## src/rtl/clock_reset_sequencer.sv

```systemverilog
// Soft-reset sequencer: holds selected domain resets, then releases them in
// ascending index order with a fixed gap between releases.
module clock_reset_sequencer #(
  parameter int unsigned HOLD_CYCLES = 16,
  parameter int unsigned GAP_CYCLES  = 4
) (
  input  logic       clock,
  input  logic       reset,
  input  logic       io_req_valid,
  output logic       io_req_ready,
  input  logic [2:0] io_req_mask,
  output logic       io_out_0_reset,
  output logic       io_out_1_reset,
  output logic       io_out_2_reset,
  output logic       io_busy,
  output logic       io_done
);

  localparam int unsigned MaxCycles = (HOLD_CYCLES > GAP_CYCLES) ? HOLD_CYCLES : GAP_CYCLES;
  localparam int unsigned CntW      = $clog2(MaxCycles + 1);

  localparam logic [CntW-1:0] HoldLast = CntW'(HOLD_CYCLES - 1);
  localparam logic [CntW-1:0] GapLast  = CntW'(GAP_CYCLES - 1);

  localparam logic [1:0] StIdle    = 2'd0;
  localparam logic [1:0] StHold    = 2'd1;
  localparam logic [1:0] StRelease = 2'd2;

  logic [1:0]      r_state, w_state_d;
  logic [2:0]      r_mask, w_mask_d;
  logic [CntW-1:0] r_cnt, w_cnt_d;
  logic [2:0]      r_out, w_out_d;
  logic            r_busy, w_busy_d;
  logic            r_ready, w_ready_d;
  logic            r_done, w_done_d;

  logic [2:0] w_low;
  logic [2:0] w_rest;
  logic       w_accept;
  logic       w_release;

  // r_mask holds the domains still waiting for release; w_low is the next one.
  assign w_low    = r_mask & (~r_mask + 3'd1);
  assign w_rest   = r_mask & ~w_low;
  assign w_accept = io_req_valid & r_ready;

  always_comb begin
    w_state_d = r_state;
    w_mask_d  = r_mask;
    w_cnt_d   = r_cnt;
    w_out_d   = r_out;
    w_busy_d  = r_busy;
    w_ready_d = r_ready;
    w_done_d  = 1'b0;
    w_release = 1'b0;

    case (r_state)
      StIdle: begin
        if (w_accept) begin
          w_mask_d = io_req_mask;
          if (io_req_mask != 3'b000) begin
            w_state_d = StHold;
            w_cnt_d   = '0;
            w_out_d   = r_out | io_req_mask;
            w_busy_d  = 1'b1;
            w_ready_d = 1'b0;
          end else begin
            w_done_d = 1'b1;
          end
        end
      end
      StHold: begin
        if (r_cnt == HoldLast) w_release = 1'b1;
        else                   w_cnt_d   = r_cnt + CntW'(1);
      end
      StRelease: begin
        if (r_cnt == GapLast) w_release = 1'b1;
        else                  w_cnt_d   = r_cnt + CntW'(1);
      end
      default: begin
        w_state_d = StIdle;
        w_busy_d  = 1'b0;
        w_ready_d = 1'b1;
      end
    endcase

    if (w_release) begin
      w_out_d  = r_out & ~w_low;
      w_mask_d = w_rest;
      w_cnt_d  = '0;
      if (w_rest == 3'b000) begin
        w_state_d = StIdle;
        w_busy_d  = 1'b0;
        w_ready_d = 1'b1;
        w_done_d  = 1'b1;
      end else begin
        w_state_d = StRelease;
      end
    end
  end

  always_ff @(posedge clock or posedge reset) begin
    if (reset) begin
      r_state <= StHold;
      r_mask  <= 3'b111;
      r_cnt   <= '0;
      r_out   <= 3'b111;
      r_busy  <= 1'b1;
      r_ready <= 1'b0;
      r_done  <= 1'b0;
    end else begin
      r_state <= w_state_d;
      r_mask  <= w_mask_d;
      r_cnt   <= w_cnt_d;
      r_out   <= w_out_d;
      r_busy  <= w_busy_d;
      r_ready <= w_ready_d;
      r_done  <= w_done_d;
    end
  end

  assign io_out_0_reset = r_out[0];
  assign io_out_1_reset = r_out[1];
  assign io_out_2_reset = r_out[2];
  assign io_busy        = r_busy;
  assign io_req_ready   = r_ready;
  assign io_done        = r_done;

endmodule

```

## config.mk

```make
export PLATFORM = sky130hd
export DESIGN_NAME = clock_reset_sequencer
export DESIGN_NICKNAME = d
export VERILOG_FILES = /design/src/rtl/clock_reset_sequencer.sv
export SDC_FILE = /design/constraint.sdc
export NUM_CORES = 1
export LEC_CHECK = 0
export ABC_AREA = 1
export CAP_MARGIN = 20
export CELL_PAD_IN_SITES_DETAIL_PLACEMENT = 0
export CELL_PAD_IN_SITES_GLOBAL_PLACEMENT = 1
export CORE_MARGIN = 2
export CORE_UTILIZATION = 40
export DETAILED_ROUTE_END_ITERATION = 12
export GPL_ROUTABILITY_DRIVEN = 0
export PLACE_DENSITY = 0.89
export SYNTH_ARGS = -nofsm -noshare
export SYNTH_HDL_FRONTEND = slang
export SYNTH_SLANG_ARGS = --single-unit
```

## constraint.sdc

```tcl
create_clock -name clock -period 2.31 [get_ports clock]
set_input_delay 0.462 -clock clock [delete_from_list [all_inputs] [get_ports clock]]
set_output_delay 0.462 -clock clock [all_outputs]
set_load 0.03 [all_outputs]
```

==> flow_metrics.tcl, run 1 <==
set metrics [dict create \
    antenna_found_initial 0 \
    routedWlPerCell_um 11.6 \
    drt-total-wl_um 1900 \
    syn_inst 122 \
    die_h_um 53.0 \
    period_minus_slack_ns 1.97 \
    yosys_warnings 0 \
    synth.avg_cell_area_um2 7.89 \
    synth-simple-area-share 0.334 \
    regArea_um2 410 \
    r2r_end "r_cnt[1]$_DFFE_PP0P_" \
    synth_mux_area_frac 0 \
    swShare 0.392 \
    stdcell_area_mm2 0.00113 \
    drive_gt1_frac 0.162 \
    synth.area.top_cells "dfstp_2 22%, dfrtp_1 21%, nand2_1 13%" \
    clock-root-buffer "clkbuf_4" \
    timing.rr.start "r_cnt[0]$_DFFE_PP0P_" \
    syn_to_final_growth_pct 17.7 \
    cts_made_buffers 3 \
    p_clk_frac 0.200 \
    netlist_top_cells_count "34 x nand2_1, 19 x inv_1, 15 x nand3_1" \
    ff2ff_path_depth 11 \
    min_path_cells 2 \
    max_slew.worst_pin.slew_ns 0.609 \
    max_cap_viol_count 0 \
    hp-start "r_out[1]$_DFFE_PP1P_" \
    p_seq_frac 0.442 \
    die_area_mm2 0.00281 \
    min_period_over_period 0.851 \
    nNetsFinal 149 \
    h-tree-depth 1 \
    grt_overflow 0 \
    die_w_um 53.0 \
    finClkSkew_ns 0.0145 \
    synth_top_family_by_area "simple AND/OR/NAND/NOR gates" \
    setup_tns_ns 0 \
    fmax_mhz 509 \
    via_per_inst 4.76 \
    synth_top_area_share 0.218 \
    post_dp_cell_area_mm2 0.00110 \
    synth_fp_nets 134 \
    ys_types 20 \
    grt_max_degree 17 \
    synth_xor_area_frac 0.00910 \
    power_w 0.000944 \
    finalSetupViolCount 0 \
    rsz0062_at_grt "false" \
    cts_setup_buffers 0 \
    slew_headroom 0.594 \
    io_pins 12 \
    synth_adder_area_share 0.0780 \
    io_buffers 11 \
    switchingPower_w 0.000371 \
    hpwl_um 1480 \
    ys_seq_area_frac 0.427 \
    reg2reg_slack_ns 0.46 \
    cts_resized 0 \
    critical_path_required_ns 1.85 \
    crit_arrival_ns 1.50 \
    start_util 0.431 \
    synth_area_um2 962 \
    clkLatencyLatePin_ns 0.29 \
    synth_edf_count 0 \
    multi_input_area_um2 469 \
    ys_async_sr_fraction 1.00 \
    critPathBufInv 1 \
    criticalPathCategory "reg2out" \
    vdd.ir_drop.worst_v 0.000441 \
    synth_top_cell_by_area "dfstp_2" \
    diodes 0 \
    p_per_area_mw_per_mm2 834 \
    clock-sinks 16 \
    drtIter0Drc 18 \
    crit_family "buffers and inverters" \
    crit_chain "clkdlybuf4s50_1" \
    synth_compound_area_frac 0.0663 \
    combPwrFrac 0.358 \
    tritoncts "yes" \
    num_rows 17 \
    p_int_w 0.000574 \
    max_stage_delay_ns 0.67 \
    outcome "finished clean" \
    clk_pin_slew_ns 0.11 \
    slew_violations 0 \
    dr.pass1.iters 5 \
    cp-start-kind "flip-flop" \
    ctsLongestPathBuffers 2 \
    yosysMostFrequentCell "nand2_1" \
    power_leakage_nw 0.574 \
    ys.flop_type "dfstp_2" \
    ys_ff_latch 16 \
    critPathMaxFanout 2 \
    critPathSlowestCell "clkdlybuf4s50_1" \
    fillers 219 \
    grt_first_pass_wirelength_um 3460 \
    hold_end "r_out[1]$_DFFE_PP1P_" \
    hold_viol 0 \
    vias 780 \
    hp-class "reg2reg" \
    grt_use_total 0.170 \
    crit_path_end_kind "output port" \
    first_global_vias 807 \
    core_mm2 0.00223 \
    ant_nets 0 \
    drc 0 \
    postCtsHoldBufs 0 \
]
placed cells by master, fill, tap and decap left out, types with 3 or more instances in the layout:
master / synthesis / routed
nor2_1: 11 / 11
inv_1: 19 / 19
dfstp_2: 8 / 8
nand2_1: 34 / 34
nand3_1: 15 / 15
clkdlybuf4s50_1: 0 / 11
clkbuf_4: 0 / 3
nand2_2: 3 / 3
o21ai_0: 3 / 3
ha_1: 6 / 6
dfrtp_1: 8 / 8
how the worst max path moves through the flow:
stage / start / endpoint / slack (ns) / cells past startpoint
3_3_place_gp: io_req_mask[1] / r_cnt[2]$_DFFE_PP0P_ / 0.51 / 10
4_1_cts: io_busy$_DFF_PP1_ / io_busy / 0.34 / 1
5_1_grt: r_cnt[0]$_DFFE_PP0P_ / r_cnt[4]$_DFFE_PP0P_ / 0.27 / 11
2_1_floorplan: r_state[0]$_DFFE_PP1P_ / r_cnt[2]$_DFFE_PP0P_ / 0.74 / 7
6_report: io_busy$_DFF_PP1_ / io_busy / 0.34 / 1
3_5_place_dp: io_req_mask[1] / r_cnt[4]$_DFFE_PP0P_ / 0.50 / 10
power groups by stage:
stage	Clock (W)	Combinational (W)	Sequential [W]
finish	0.000189	0.000338	0.000417
global route	0.000208	0.000384	0.000429
CTS	0.000191	0.000339	0.000416
detailed placement	0	0.000339	0.000420
global placement	0	0.000336	0.000416
floorplan	0	0.000271	0.000405
cells by family (layout without fill, tap and decap cells):
family | count (synthesis) | after routing
AOI/OAI and AO/OA | 8 | 8
xor gates and xnor gates | 1 | 1
adders and majority gates | 6 | 6
buffers and inverters | 20 | 34
DFF | 16 | 16
and+or+nand+nor | 71 | 71
layer usage:
metal  GRT usage  up-vias  share of wire
li1            -      412              -
met2       0.277       14           0.47
met3      0.0254        2          0.039
met5           0        -              0
met4      0.0641        0         0.0074
met1       0.225      352           0.49
registers in the layout, indices dropped and copies added, names as in the netlist:
signal        count
io_busy           1
io_done           1
io_req_ready      1
r_cnt             5
r_mask            3
r_out             3
r_state           2
cell type report:
| type | instances | area share |
|---|---|---|
| Clock buffer | 4 | 0.0320 |
| Inverter | 19 | 0.0630 |
| Multi-Input combinational cell | 86 | 0.414 |
| Sequential cell | 16 | 0.362 |
| Tap cell | 28 | 0.0309 |
| Timing Repair Buffer | 11 | 0.0972 |
metrics by stage:
step	util	hold WS [ns]	setup WS, ns	instances
2_1_floorplan	-	0.370	0.739	122
3_3_place_gp	0.491	0.444	0.508	160
3_5_place_dp	0.491	0.454	0.503	160
4_1_cts	0.507	0.467	0.341	164
5_1_grt	0.507	0.500	0.266	164
6_report	0.507	0.462	0.345	164
Power figures use the tool's default switching activity.
==> inputs of run 2 (changes only) <==
CORE_ASPECT_RATIO = 1.25   (was default)
==> flow_metrics.tcl, run 2 (synthesized netlist as in run 1, its figures left out) <==
set metrics [dict create \
    outcome "finished clean" \
    diodes 0 \
    cts_resized 0 \
    endpoint "io_busy" \
    final_common_cell "nand2_1" \
    fmax_mhz 511 \
    cts_made_buffers 3 \
    drtIter0Drc 9 \
    dp.cells 163 \
    r2r_end "r_cnt[0]$_DFFE_PP0P_" \
    ff2ff_path_depth 11 \
    slew_violations 0 \
    die_h_um 58.8 \
    stdcell_area_mm2 0.00114 \
    grt_max_degree 17 \
    drc 0 \
    num_rows 19 \
    clock-sinks 16 \
    critPathBufInv 1 \
    critical_path_required_ns 1.85 \
    finalCoreUtilization 0.508 \
    crit_family "buffers and inverters" \
    cp-start-kind "flip-flop" \
    syn_to_final_growth_pct 18.1 \
    dr.pass1.iters 3 \
    period_minus_slack_ns 1.96 \
    ctsLongestPathBuffers 2 \
    drive_gt1_frac 0.162 \
    die_w_um 47.9 \
    routedWlPerCell_um 11.3 \
    power_leakage_nw 0.574 \
    fin_cells 167 \
    clkLatencyLatePin_ns 0.29 \
    postCtsHoldBufs 0 \
    drt-total-wl_um 1880 \
    post_dp_cell_area_mm2 0.00110 \
    hpwl_um 1490 \
    place_ws_ns 0.545 \
    max_cap_viol_count 0 \
    hp-start "r_out[1]$_DFFE_PP1P_" \
    rsz0062_at_grt "false" \
    max_slew.worst_pin.slew_ns 0.578 \
    h-tree-depth 1 \
    finClkSkew_ns 0.00753 \
    min_period_over_period 0.848 \
    grt_util_met1 0.211 \
    critPathSlowestCell "clkdlybuf4s50_1" \
    slew_headroom 0.614 \
    criticalPathCategory "reg2out" \
    io_pins 12 \
    tritoncts "yes" \
    critPathMaxFanout 2 \
    first_global_vias 791 \
    grt_util_met2 0.248 \
    max_stage_delay_ns 0.67 \
    crit_chain "clkdlybuf4s50_1" \
    finalSetupViolCount 0 \
    reg2reg_slack_ns 0.51 \
    busiest_layer "met2" \
    crit_arrival_ns 1.50 \
    final_cell_mix "34 x nand2_1, 19 x inv_1, 15 x nand3_1, 11 x nor2_1, 11 x clkdlybuf4s50_1" \
    reg_top3 "r_cnt x5, r_mask x3, r_out x3" \
    vdd.ir_drop.worst_v 0.000468 \
    via_per_inst 4.76 \
    die_area_mm2 0.00282 \
    use_met3 0.0368 \
    io_buffers 11 \
    crit_path_end_kind "output port" \
    vias 795 \
    ant_nets 0 \
    hp-class "reg2reg" \
    p_per_area_mw_per_mm2 827 \
    hold_viol 0 \
    largest_register_ffs 5 \
    nNetsFinal 149 \
    core_mm2 0.00223 \
    clk_pin_slew_ns 0.10 \
    critPathLaunch "io_busy$_DFF_PP1_" \
    cts_setup_buffers 0 \
    setup_tns_ns 0 \
    grt_use_total 0.165 \
    grt_overflow 0 \
    start_util 0.431 \
    top_register "r_cnt" \
    clock-root-buffer "clkbuf_4" \
    cp.depth 1 \
    grt_first_pass_wirelength_um 3260 \
    fin_ws_ns 0.351 \
    antenna_found_initial 0 \
    fillers 230 \
    timing.rr.start "r_cnt[0]$_DFFE_PP0P_" \
]
==> run 2: cell counts in the layout (fill, tap and decap cells not counted) <==
Identical to the previous run, type by type.
==> run 2: cell type report <==
type / instances / area, um^2 / area share
clock buffer: 4 / 36.3 / 0.0319
inverter: 19 / 71.3 / 0.0628
multi-input combinational: 86 / 469 / 0.413
sequential: 16 / 410 / 0.361
tap: 31 / 38.8 / 0.0341
timing repair buffer: 11 / 110 / 0.0969
==> run 2: report_power, final <==
group	switching, W	total, W	internal [W]	leakage [nW]
sequential	0.0000563	0.000417	0.000361	0.194
combinational	0.000219	0.000335	0.000116	0.360
clock	0.0000914	0.000187	0.0000960	0.0210
total	0.000366	0.000939	0.000573	0.574
==> run 2: per-stage QoR <==
stage / hold slack [ns] / power, W
global placement: 0.445 / 0.000746
floorplan: 0.370 / 0.000675
finish: 0.459 / 0.000939
global route: 0.476 / 0.00103
detailed placement: 0.451 / 0.000757
CTS: 0.466 / 0.000949
==> run 2: worst min path at each step <==
| stage | end | slack, ns | cells past startpoint |
|---|---|---|---|
| 3_5_place_dp | r_out[1]$_DFFE_PP1P_ | 0.45 | 2 |
| 5_1_grt | r_out[1]$_DFFE_PP1P_ | 0.48 | 2 |
| 3_3_place_gp | r_out[1]$_DFFE_PP1P_ | 0.44 | 2 |
| 4_1_cts | r_out[1]$_DFFE_PP1P_ | 0.47 | 2 |
| 2_1_floorplan | io_done$_DFF_PP0_ | 0.37 | 1 |
| 6_report | r_out[1]$_DFFE_PP1P_ | 0.46 | 2 |
==> run 2: layer usage <==
layer | routed length, um | share of wire
met1 | 866 | 0.46
met2 | 915 | 0.49
met3 | 43 | 0.023
met4 | 58 | 0.031
met5 | 0 | 0
==> run 2: tightest hold or removal path: stages, from the launching register on <==
cell	delay [ns]
dfstp_2	0.38
o21ai_2	0.04
nand2_1	0.04
